`src/rtl/fetch_sequencer.sv`:
```
// -----------------------------------------------------------------------------
// fetch_sequencer
//   IF-stage sequencer. Owns the program counter and drives the instruction
//   memory reset, the IF/ID load enable and clear, and the ID/EX clear. It
//   handles boot, load-use stalls, taken-branch redirects resolved in EX, and
//   halt/resume.
//
// Optional build macro:
//   FETCH_PERF_CNT_EN  adds saturating stall_cnt_o / flush_cnt_o counters.
//
// Ports:
//   CLK                 in   1  clock, rising edge
//   RST                 in   1  synchronous active-high reset
//   start_i             in   1  IDLE -> BOOT, HALT -> RUN
//   stall_req_i         in   1  load-use hazard: hold PC and IF/ID
//   halt_i              in   1  halt instruction decoded in ID
//   branch_taken_ex_i   in   1  branch resolved taken in EX
//   branch_target_ex_i  in   N  redirect address
//   pc_o                out  N  fetch address
//   fetch_valid_o       out  1  memory output valid this cycle
//   mem_rst_o           out  1  instruction memory reset
//   pipe_if_id_en_o     out  1  IF/ID load enable
//   pipe_if_id_clr_o    out  1  IF/ID clear (NOP)
//   pipe_id_ex_clr_o    out  1  ID/EX clear (bubble)
//   state_o             out  3  current state (debug)
//   stall_cnt_o         out 32  RUN stall cycles       (FETCH_PERF_CNT_EN)
//   flush_cnt_o         out 32  IF/ID clear cycles     (FETCH_PERF_CNT_EN)
// -----------------------------------------------------------------------------
module fetch_sequencer #(
  parameter int             N           = 32,
  parameter logic [N-1:0]   RESET_PC    = '0,
  parameter int             BOOT_CYCLES = 2,
  parameter int             FLUSH_DEPTH = 2
) (
  input  logic         CLK,
  input  logic         RST,
  input  logic         start_i,
  input  logic         stall_req_i,
  input  logic         halt_i,
  input  logic         branch_taken_ex_i,
  input  logic [N-1:0] branch_target_ex_i,
  output logic [N-1:0] pc_o,
  output logic         fetch_valid_o,
  output logic         mem_rst_o,
  output logic         pipe_if_id_en_o,
  output logic         pipe_if_id_clr_o,
  output logic         pipe_id_ex_clr_o,
  output logic [2:0]   state_o
`ifdef FETCH_PERF_CNT_EN
  ,
  output logic [31:0]  stall_cnt_o,
  output logic [31:0]  flush_cnt_o
`endif
);

  typedef enum logic [2:0] {
    S_IDLE  = 3'd0,
    S_BOOT  = 3'd1,
    S_RUN   = 3'd2,
    S_FLUSH = 3'd3,
    S_HALT  = 3'd4
  } state_t;

  // Counter widths hold BOOT_CYCLES-1 and FLUSH_DEPTH-1 respectively.
  localparam int BCW = (BOOT_CYCLES > 2) ? $clog2(BOOT_CYCLES) : 1;
  localparam int FCW = (FLUSH_DEPTH > 2) ? $clog2(FLUSH_DEPTH) : 1;

  state_t         r_state;
  logic [N-1:0]   r_pc;
  logic [BCW-1:0] r_boot_cnt;
  logic [FCW-1:0] r_flush_cnt;   // FLUSH cycles still to run, including current

  state_t         w_state_nxt;
  logic [N-1:0]   w_pc_nxt;
  logic [BCW-1:0] w_boot_nxt;
  logic [FCW-1:0] w_flush_nxt;
  logic [N-1:0]   w_pc_inc;
  logic [N-1:0]   w_target;
  logic           w_redirect;
  logic           w_stall_cyc;

  assign w_pc_inc   = r_pc + N'(4);
  assign w_target   = {branch_target_ex_i[N-1:2], 2'b00};
  // A taken branch wins over halt and stall in both RUN and FLUSH.
  assign w_redirect = branch_taken_ex_i && (r_state == S_RUN || r_state == S_FLUSH);

  always_comb begin
    // NOTE: every variable gets a default before the case so no path leaves
    // it unassigned; otherwise synthesis infers a latch.
    w_state_nxt      = r_state;
    w_pc_nxt         = r_pc;
    w_boot_nxt       = r_boot_cnt;
    w_flush_nxt      = r_flush_cnt;
    w_stall_cyc      = 1'b0;
    fetch_valid_o    = 1'b0;
    mem_rst_o        = 1'b0;
    pipe_if_id_en_o  = 1'b0;
    pipe_if_id_clr_o = 1'b0;
    pipe_id_ex_clr_o = 1'b0;

    if (w_redirect) begin
      // Kill the wrong-path instructions in IF/ID and ID/EX this cycle; the
      // target reaches pc_o on the next edge.
      pipe_if_id_clr_o = 1'b1;
      pipe_id_ex_clr_o = 1'b1;
      w_pc_nxt         = w_target;
      if (FLUSH_DEPTH > 1) begin
        w_state_nxt = S_FLUSH;
        w_flush_nxt = FCW'(FLUSH_DEPTH - 1);
      end else begin
        w_state_nxt = S_RUN;
      end
    end else begin
      case (r_state)
        S_IDLE: begin
          if (start_i) begin
            w_state_nxt = S_BOOT;
            w_pc_nxt    = RESET_PC;
            w_boot_nxt  = '0;
          end
        end
        S_BOOT: begin
          mem_rst_o = 1'b1;
          w_pc_nxt  = RESET_PC;
          if (r_boot_cnt == BCW'(BOOT_CYCLES - 1)) begin
            w_state_nxt = S_RUN;
            w_boot_nxt  = '0;
          end else begin
            w_boot_nxt = r_boot_cnt + BCW'(1);
          end
        end
        S_RUN: begin
          if (halt_i) begin
            pipe_if_id_clr_o = 1'b1;
            w_state_nxt      = S_HALT;
          end else if (stall_req_i) begin
            // Hold PC and IF/ID; bubble into EX.
            fetch_valid_o    = 1'b1;
            pipe_id_ex_clr_o = 1'b1;
            w_stall_cyc      = 1'b1;
          end else begin
            fetch_valid_o   = 1'b1;
            pipe_if_id_en_o = 1'b1;
            w_pc_nxt        = w_pc_inc;
          end
        end
        S_FLUSH: begin
          // stall_req_i is meaningless while IF/ID is being cleared.
          pipe_if_id_clr_o = 1'b1;
          w_pc_nxt         = w_pc_inc;
          if (r_flush_cnt <= FCW'(1)) begin
            w_state_nxt = S_RUN;
            w_flush_nxt = '0;
          end else begin
            w_flush_nxt = r_flush_cnt - FCW'(1);
          end
        end
        S_HALT: begin
          if (start_i) w_state_nxt = S_RUN;
        end
        default: begin
          w_state_nxt = S_IDLE;
        end
      endcase
    end
  end

  always_ff @(posedge CLK) begin
    // NOTE: state registers use non-blocking assignments so every flop samples
    // the pre-edge values regardless of statement order.
    if (RST) begin
      r_state     <= S_IDLE;
      r_pc        <= RESET_PC;
      r_boot_cnt  <= '0;
      r_flush_cnt <= '0;
    end else begin
      r_state     <= w_state_nxt;
      r_pc        <= w_pc_nxt;
      r_boot_cnt  <= w_boot_nxt;
      r_flush_cnt <= w_flush_nxt;
    end
  end

  assign pc_o    = r_pc;
  assign state_o = r_state;

`ifdef FETCH_PERF_CNT_EN
  logic [31:0] r_stall_cnt;
  logic [31:0] r_flush_cyc_cnt;

  always_ff @(posedge CLK) begin
    if (RST) begin
      r_stall_cnt     <= '0;
      r_flush_cyc_cnt <= '0;
    end else begin
      if (w_stall_cyc && r_stall_cnt != 32'hFFFF_FFFF)
        r_stall_cnt <= r_stall_cnt + 32'd1;
      if (pipe_if_id_clr_o && r_flush_cyc_cnt != 32'hFFFF_FFFF)
        r_flush_cyc_cnt <= r_flush_cyc_cnt + 32'd1;
    end
  end

  assign stall_cnt_o = r_stall_cnt;
  assign flush_cnt_o = r_flush_cyc_cnt;
`else
  // w_stall_cyc only feeds the optional counters.
  logic w_unused;
  assign w_unused = w_stall_cyc;
`endif

endmodule

```
`config.mk`:
```
export PLATFORM = sky130hd
export DESIGN_NAME = fetch_sequencer
export DESIGN_NICKNAME = d
export VERILOG_FILES = /design/src/rtl/fetch_sequencer.sv
export SDC_FILE = /design/constraint.sdc
export NUM_CORES = 1
export LEC_CHECK = 0
export BUFFER_PORTS_ARGS = -buffer_cell sky130_fd_sc_hd__buf_2
export CORE_MARGIN = 3
export CORE_UTILIZATION = 40
export DETAILED_ROUTE_END_ITERATION = 8
export HOLD_SLACK_MARGIN = 0.06
export PLACE_DENSITY = 0.74
export SLEW_MARGIN = 20
export SYNTH_ARGS = -nofsm -noshare
export SYNTH_HDL_FRONTEND = slang
export SYNTH_SLANG_ARGS = --single-unit
export TNS_END_PERCENT = 5
```
`constraint.sdc`:
```
create_clock -name CLK -period 3.07 [get_ports CLK]
set_clock_uncertainty 0.1 [all_clocks]
set_input_delay 0.4605 -clock CLK [delete_from_list [all_inputs] [get_ports CLK]]
set_output_delay 0.4605 -clock CLK [all_outputs]
set_load 0.03 [all_outputs]
```
==> flow_metrics.tcl, run 1 <==
set metrics [dict create \
    reg2reg_to "pc_o[12]$_SDFFE_PP0P_" \
    die_x_um 82.2 \
    clk_pin_slew_worst_paths_ps 80 \
    wl_per_cell_um 16.0 \
    antenna_found_initial 0 \
    endpoint_kind "output port" \
    ys_seq_area_frac 0.310 \
    grt_pass1_vias 2392 \
    final_common_cell "buf_2" \
    drc 0 \
    syn_area_per_cell_um2 7.62 \
    cts_setup_buffers 0 \
    cts.sinks 36 \
    root_buffer "clkbuf_8" \
    place_ws_ps 695 \
    ff2ff_path_depth 5 \
    synth_edf_count 0 \
    fin_crit_ps 2450 \
    vias 2695 \
    cp.required_ps 2510 \
    fp.dieH_um 82.2 \
    tightestPinTransition_ps 730 \
    power.density_nw_per_um2 455 \
    drtIter0Drc 276 \
    grt_pass1_wl_um 11400 \
    power.switching_uw 495 \
    viasPerCell 6.08 \
    finalHoldViolations 0 \
    dpl.cell_count 436 \
    grt_max_degree 41 \
    seqPwrFrac 0.422 \
    swShare 0.385 \
    syn_to_final_growth_pct 21.3 \
    startpoint_type "register" \
    io_pins 78 \
    fin_total_pwr_mw 1.28 \
    drive_above_1_share 0.264 \
    netlist_instances 305 \
    core_area_um2 5570 \
    design_area_um2 2820 \
    finalWirelength_um 7110 \
    slew_viol_final 0 \
    synth_fp_nets 344 \
    ir_worst_vdd_mv 0.245 \
    finalNonFillerCells 443 \
    fin_crit_sh 0.799 \
    status "complete, no violations" \
    criticalPathCategory "register to output port" \
    ys_ff_latch 36 \
    hold_end "pc_o[23]$_SDFFE_PP0P_" \
    postLayoutCoreUtil 0.506 \
    gr-usage-all-layers 0.212 \
    synth_ff_type "dfxtp_1" \
    clk_latency_ps 300 \
    gp_congestion 0.799 \
    r2r_start "state_o[1]$_SDFFE_PP0P_" \
    hold_class "primary input to register" \
    dpl.hpwl_um 4870 \
    numCtsBuffers 5 \
    syn-cell-area_um2 2320 \
    gr-total-overflow 0 \
    whs_ps 318 \
    critPathArrivalTime_ps 1890 \
    combPwrFrac 0.315 \
    min_path_cells 3 \
    synth_warnings 0 \
    cts_tree "done" \
    timing.slew.headroom 0.510 \
    timing.critical_path.fanout_max 15 \
    rsz0062_at_grt "no" \
    num_rows 27 \
    leakage_nw 1.16 \
    antenna_cells 0 \
    post_cts_resize_count 0 \
    cts_max_level 2 \
    timing.final.ws_setup_ps 617 \
    rrSetupSlack_ps 740 \
    tns_ps 0 \
    fmax_ghz 0.408 \
    clockBufferDepth 2 \
    min_from "branch_target_ex_i[23]" \
    yosys.cell_types.count 56 \
    mostFrequentLayoutCells "75 x buf_2, 36 x dfxtp_1, 29 x a21oi_1" \
    portBuffers 75 \
    dieArea_um2 6760 \
    dpl_cell_area_um2 2740 \
    hold_buffers 0 \
    final-setup-viol-count 0 \
    maxCapViolCount 0 \
    initial_core_util 0.417 \
    drtAntennaViolNets 0 \
    intPower_uw 789 \
    first_pass_iters 4 \
    synthArstFlopShare 0 \
    clkPwrFrac 0.263 \
    nets 410 \
]
## how the worst max path moves through the flow
| stage | startpoint | endpoint | slack [ps] |
|---|---|---|---|
| floorplan | state_o[1]$_SDFFE_PP0P_ | pipe_if_id_en_o | 450 |
| global placement | branch_taken_ex_i | pc_o[19]$_SDFFE_PP0P_ | 700 |
| detailed placement | branch_taken_ex_i | pc_o[7]$_SDFFE_PP0P_ | 690 |
| CTS | state_o[1]$_SDFFE_PP0P_ | pipe_if_id_en_o | 610 |
| global route | state_o[1]$_SDFFE_PP0P_ | pipe_if_id_en_o | 400 |
| finish | state_o[1]$_SDFFE_PP0P_ | pipe_if_id_en_o | 620 |
## synth_stat cells (2+ instances only)
cell      instances  area share
buf_4             3      0.0097
o31ai_1           2      0.0065
or4_1             3      0.0097
nand2_1          16       0.026
buf_2             5       0.011
nor2_1           23       0.037
a211oi_1          6       0.019
nor2b_1           4       0.011
a22oi_1           6       0.019
o32ai_1           6       0.023
nand3_1          17       0.037
o22ai_1           4       0.011
and2_1            4       0.011
mux2i_1           3       0.013
or3_1             4       0.011
a32oi_1           3       0.011
o21ai_0          16       0.034
a221oi_1          4       0.015
or2_2             2      0.0054
inv_1            10       0.016
clkbuf_1         16       0.026
nor3_1            9       0.019
a32o_1            2      0.0086
o31a_1            5       0.019
a21oi_1          29       0.062
nor3b_1           2      0.0065
nand4_1          13       0.035
nand2b_1          8       0.022
a31oi_1          10       0.027
a41oi_1           2      0.0075
and4_1            2      0.0075
dfxtp_1          36        0.31
a211o_1           2      0.0075
and3_1            6       0.016
## power groups by stage
| stage | combinational, mW | sequential, mW | clock (mW) |
|---|---|---|---|
| 5_1_grt | 0.441 | 0.548 | 0.356 |
| 6_report | 0.404 | 0.542 | 0.337 |
| 2_1_floorplan | 0.260 | 0.578 | 0 |
| 4_1_cts | 0.404 | 0.541 | 0.340 |
| 3_5_place_dp | 0.402 | 0.552 | 0 |
| 3_3_place_gp | 0.397 | 0.551 | 0 |
## per-layer routing
metal  vias up  track usage  share of wire
met2        98        0.358           0.47
met1      1288        0.276           0.45
li1       1302            -              -
met5         -            0              0
met3         7       0.0434          0.070
met4         0       0.0532         0.0076
## final cells by class
class / instances / area (um2)
clock buffer: 6 / 72.6
clock inverter: 1 / 5.00
fill: 556 / 2750
inverter: 11 / 41.3
multi-input combinational: 234 / 1460
sequential: 36 / 721
tap: 72 / 90.1
timing repair buffer: 83 / 435
## flip-flops by register name, indices dropped and copies added, names as in the netlist
| name | count |
|---|---|
| pc_o | 32 |
| r_boot_cnt | 1 |
| state_o | 3 |
## cells by family after synthesis
group | after synthesis | synth area share
AND/OR/NAND/NOR | 119 | 0.281
AO/OA/AOI/OAI | 108 | 0.314
flip-flops | 36 | 0.310
buffers and inverters | 35 | 0.0640
multiplexers | 4 | 0.0178
XOR/XNOR | 2 | 0.00754
adder cells (fa/ha/maj) | 1 | 0.00538
## worst max-delay path, cell delays in order (launching register included)
cell and delay (ps):
dfxtp_1 590, nor2b_1 230, nand2_1 280, nor4_1 250
buf_2 240
Power figures use the tool's default switching activity.
==> run 2: changes to the inputs <==
clock period = 2.55 ns   (was 3.07 ns; I/O delays follow)
==> flow_metrics.tcl, run 2 (synthesis results as in run 1) <==
set metrics [dict create \
    status "complete, no violations" \
    hold_class "primary input to register" \
    dieArea_um2 6760 \
    num_rows 27 \
    drtAntennaViolNets 0 \
    maxCapViolCount 0 \
    gr-total-overflow 0 \
    vias 2710 \
    viasPerCell 6.00 \
    power.density_nw_per_um2 578 \
    post_cts_resize_count 0 \
    whs_ps 234 \
    drc 0 \
    cp.required_ps 2070 \
    nets 418 \
    crit_chain "buf_4 -> nor2b_1 -> nand2_1 -> nor4_1 -> buf_2" \
    rsz0062_at_grt "no" \
    startpoint_type "register" \
    design_area_um2 2910 \
    gp_congestion 0.832 \
    clockBufferDepth 2 \
    numCtsBuffers 5 \
    drive_above_1_share 0.282 \
    grt_pass1_vias 2459 \
    grt_pass1_wl_um 11600 \
    first_pass_iters 5 \
    gr-usage-all-layers 0.219 \
    final_common_cell "buf_2" \
    place_ws_ps 384 \
    clk_latency_ps 300 \
    cts_tree "done" \
    slowest_delay_ps 480 \
    cts_setup_buffers 0 \
    timing.slew.headroom 0.639 \
    tightestPinTransition_ps 541 \
    portBuffers 75 \
    core_area_um2 5570 \
    root_buffer "clkbuf_8" \
    cts_max_level 2 \
    syn_to_final_growth_pct 25.2 \
    timing.final.ws_setup_ps 182 \
    leakage_nw 1.22 \
    fmax_ghz 0.422 \
    endpoint_kind "output port" \
    ir_worst_vdd_mv 0.311 \
    wl_per_cell_um 16.0 \
    io_pins 78 \
    initial_core_util 0.417 \
    final-setup-viol-count 0 \
    finalWirelength_um 7240 \
    crit_family "simple AND/OR/NAND/NOR gates" \
    fin_crit_ps 2370 \
    finalNonFillerCells 452 \
    drtIter0Drc 220 \
    largest_reg_flops 32 \
    fp.dieH_um 82.2 \
    finalHoldViolations 0 \
    critPathSlowestCell "dfxtp_1" \
    timing.critical_path.fanout_max 9 \
    die_x_um 82.2 \
    grt_max_degree 36 \
    antenna_cells 0 \
    fin_crit_sh 0.929 \
    criticalPathCategory "register to output port" \
    mostFrequentLayoutCells "75 x buf_2, 36 x dfxtp_1, 29 x a21oi_1" \
    dpl.hpwl_um 5060 \
    dpl.cell_count 444 \
    hold_buffers 0 \
    critPathArrivalTime_ps 1890 \
    antenna_found_initial 0 \
    slew_viol_final 0 \
    cp_num_buf_inv 2 \
    dpl_cell_area_um2 2800 \
    clk_pin_slew_worst_paths_ps 80 \
    tns_ps 0 \
    cts.sinks 36 \
]
run 2: cell count changes in the layout (fill, tap and decap cells not counted):
cell	previous run	this run
buf_4	8	16
bufinv_16	0	1
run 2: metal layers:
metal	GRT usage	vias up	part of all wire
met5	0	-	0
met4	0.0764	0	0.013
met3	0.0434	10	0.085
met2	0.350	120	0.47
met1	0.292	1255	0.43
li1	-	1325	-
run 2: worst paths after layout:
kind | cells past startpoint | end | slack, ps | startpoint
max | 5 | pipe_if_id_en_o | 180 | state_o[1]$_SDFFE_PP0P_
min | 3 | pc_o[23]$_SDFFE_PP0P_ | 230 | branch_target_ex_i[23]
max reg2reg | 6 | pc_o[19]$_SDFFE_PP0P_ | 410 | state_o[1]$_SDFFE_PP0P_
min reg2reg | 1 | pc_o[1]$_SDFFE_PP0P_ | 360 | pc_o[1]$_SDFFE_PP0P_
run 2: layout make-up:
class	instances	area [um2]
fillers	576	2660
repair buffers	91	495
clock buffers	6	72.6
inverters	11	41.3
multi-input cells	234	1460
flip-flops and latches	36	721
well taps	72	90.1
clock inverters	2	35.0
run 2: worst register-to-register path: stages (launching register included):
cell and delay, ps:
dfxtp_1 480, nand2b_1 120, o22ai_2 280, a21o_2 480, buf_4 280, a21oi_1 60, o32ai_1 240
run 2: per-stage QoR:
stage               utilization  power (mW)
finish                    0.522        1.68
global route              0.522        1.76
CTS                       0.522        1.68
detailed placement        0.503        1.18
global placement          0.503        1.17
floorplan                     -        1.01
run 2: power by group:
group	internal (mW)	switching [mW]
clock	0.290	0.223
combinational	0.189	0.335
sequential	0.594	0.0521
==> run 3: changes to the inputs <==
CELL_PAD_IN_SITES_DETAIL_PLACEMENT = 1   (was not set)
CELL_PAD_IN_SITES_GLOBAL_PLACEMENT = 2   (was not set)
CORE_UTILIZATION = 28   (was 40)
PLACE_DENSITY = 0.89   (was 0.74)
==> flow_metrics.tcl, run 3 (synthesis results as in run 1) <==
set metrics [dict create \
    status "complete, no violations" \
    swShare 0.378 \
    ff2ff_path_depth 5 \
    endpoint_kind "output port" \
    fin_crit_ps 2300 \
    timing.final.ws_setup_ps 253 \
    cts_max_level 2 \
    finalNonFillerCells 486 \
    timing.critical_path.fanout_max 11 \
    numCtsBuffers 5 \
    intPower_mw 1.02 \
    grt_pass1_vias 2791 \
    drtAntennaViolNets 0 \
    clkPwrFrac 0.267 \
    tns_ps 0 \
    final_common_cell "buf_2" \
    num_rows 32 \
    finalHoldViolations 0 \
    cts_setup_buffers 0 \
    largest_reg_flops 32 \
    grt_max_degree 29 \
    crit_start "state_o[1]$_SDFFE_PP0P_" \
    gr-usage-all-layers 0.181 \
    slowest_delay_ps 480 \
    nets 422 \
    fin_crit_sh 0.901 \
    leakage_nw 1.23 \
    grt_pass1_wl_um 14300 \
    dpl.hpwl_um 6130 \
    cts.sinks 36 \
    gr-total-overflow 0 \
    mostFrequentLayoutCells "75 x buf_2, 36 x dfxtp_1, 29 x a21oi_1" \
    first_pass_iters 4 \
    whs_ps 251 \
    tightestPinTransition_ps 677 \
    combPwrFrac 0.340 \
    drc 0 \
    dieArea_um2 9430 \
    fp.dieH_um 97.1 \
    hold_buffers 0 \
    fmax_ghz 0.435 \
    crit_chain "nor2b_1 -> nand2_1 -> nor4_1 -> buf_2" \
    maxCapViolCount 0 \
    cts_tree "done" \
    drtIter0Drc 136 \
    hold_class "primary input to register" \
    timing.slew.headroom 0.548 \
    io_pins 78 \
    antenna_found_initial 0 \
    clk_latency_ps 290 \
    dpl.cell_count 478 \
    min_from "branch_target_ex_i[10]" \
    postLayoutCoreUtil 0.375 \
    root_buffer "clkbuf_8" \
    power.density_nw_per_um2 554 \
    final-setup-viol-count 0 \
    rsz0062_at_grt "no" \
    portBuffers 75 \
    criticalPathCategory "register to output port" \
    clockBufferDepth 2 \
    seqPwrFrac 0.393 \
    critPathSlowestCell "dfxtp_1" \
    r2r_start "pc_o[9]$_SDFFE_PP0P_" \
    core_area_um2 7890 \
    antenna_cells 0 \
    post_cts_resize_count 0 \
    initial_core_util 0.295 \
    nFillCells 1020 \
    drive_above_1_share 0.286 \
    cp.required_ps 2070 \
    slew_viol_final 0 \
    critPathArrivalTime_ps 1810 \
    min_path_cells 3 \
    wl_per_cell_um 17.4 \
    gp_congestion 0.787 \
    power.switching_uw 620 \
    finalWirelength_um 8460 \
    clk_pin_slew_worst_paths_ps 80 \
    vias 2748 \
    ir_worst_vdd_mv 0.212 \
    startpoint_type "register" \
    place_ws_ps 321 \
    die_x_um 97.1 \
    viasPerCell 5.65 \
    syn_to_final_growth_pct 27.3 \
]
## run 3: routing by layer
layer	track usage	wire length [um]	vias up
met3	0.0388	404	6
met5	0	0	-
met2	0.300	3970	67
li1	-	-	1327
met1	0.241	4000	1348
met4	0.0432	82	0
## run 3: per-stage QoR
stage | instance area, um2 | total power, mW
floorplan | 2320 | 1.01
global placement | 2870 | 1.20
detailed placement | 2870 | 1.21
CTS | 2960 | 1.65
global route | 2960 | 1.74
finish | 2960 | 1.64
## run 3: area by class of cell
| class | count | area (um2) | share of cell area |
|---|---|---|---|
| clock buffers | 8 | 90.1 | 0.0304 |
| inverters | 11 | 41.3 | 0.0139 |
| repair buffers | 95 | 526 | 0.178 |
| well taps | 102 | 128 | 0.0431 |
| flip-flops and latches | 36 | 721 | 0.243 |
| multi-input cells | 234 | 1460 | 0.492 |
## run 3: path summary, 6_finish.rpt
check	slack, ps	to
max	250	pipe_if_id_en_o
min	250	pc_o[10]$_SDFFE_PP0P_
max reg2reg	380	pc_o[22]$_SDFFE_PP0P_
min reg2reg	360	pc_o[1]$_SDFFE_PP0P_
## run 3: worst max-delay path: cells and delay by family, from the launching register on
| family | cells | cell delay, ps |
|---|---|---|
| flops | 1 | 480 |
| buf+inv | 1 | 240 |
| simple gates | 3 | 790 |
## run 3: power by group through the flow
stage / Sequential, mW / Clock, mW / Combinational (mW)
final: 0.644 / 0.438 / 0.557
after global routing: 0.651 / 0.471 / 0.617
after CTS: 0.643 / 0.448 / 0.559
after detailed placement: 0.656 / 0 / 0.556
after global placement: 0.655 / 0 / 0.547
after floorplan: 0.696 / 0 / 0.313
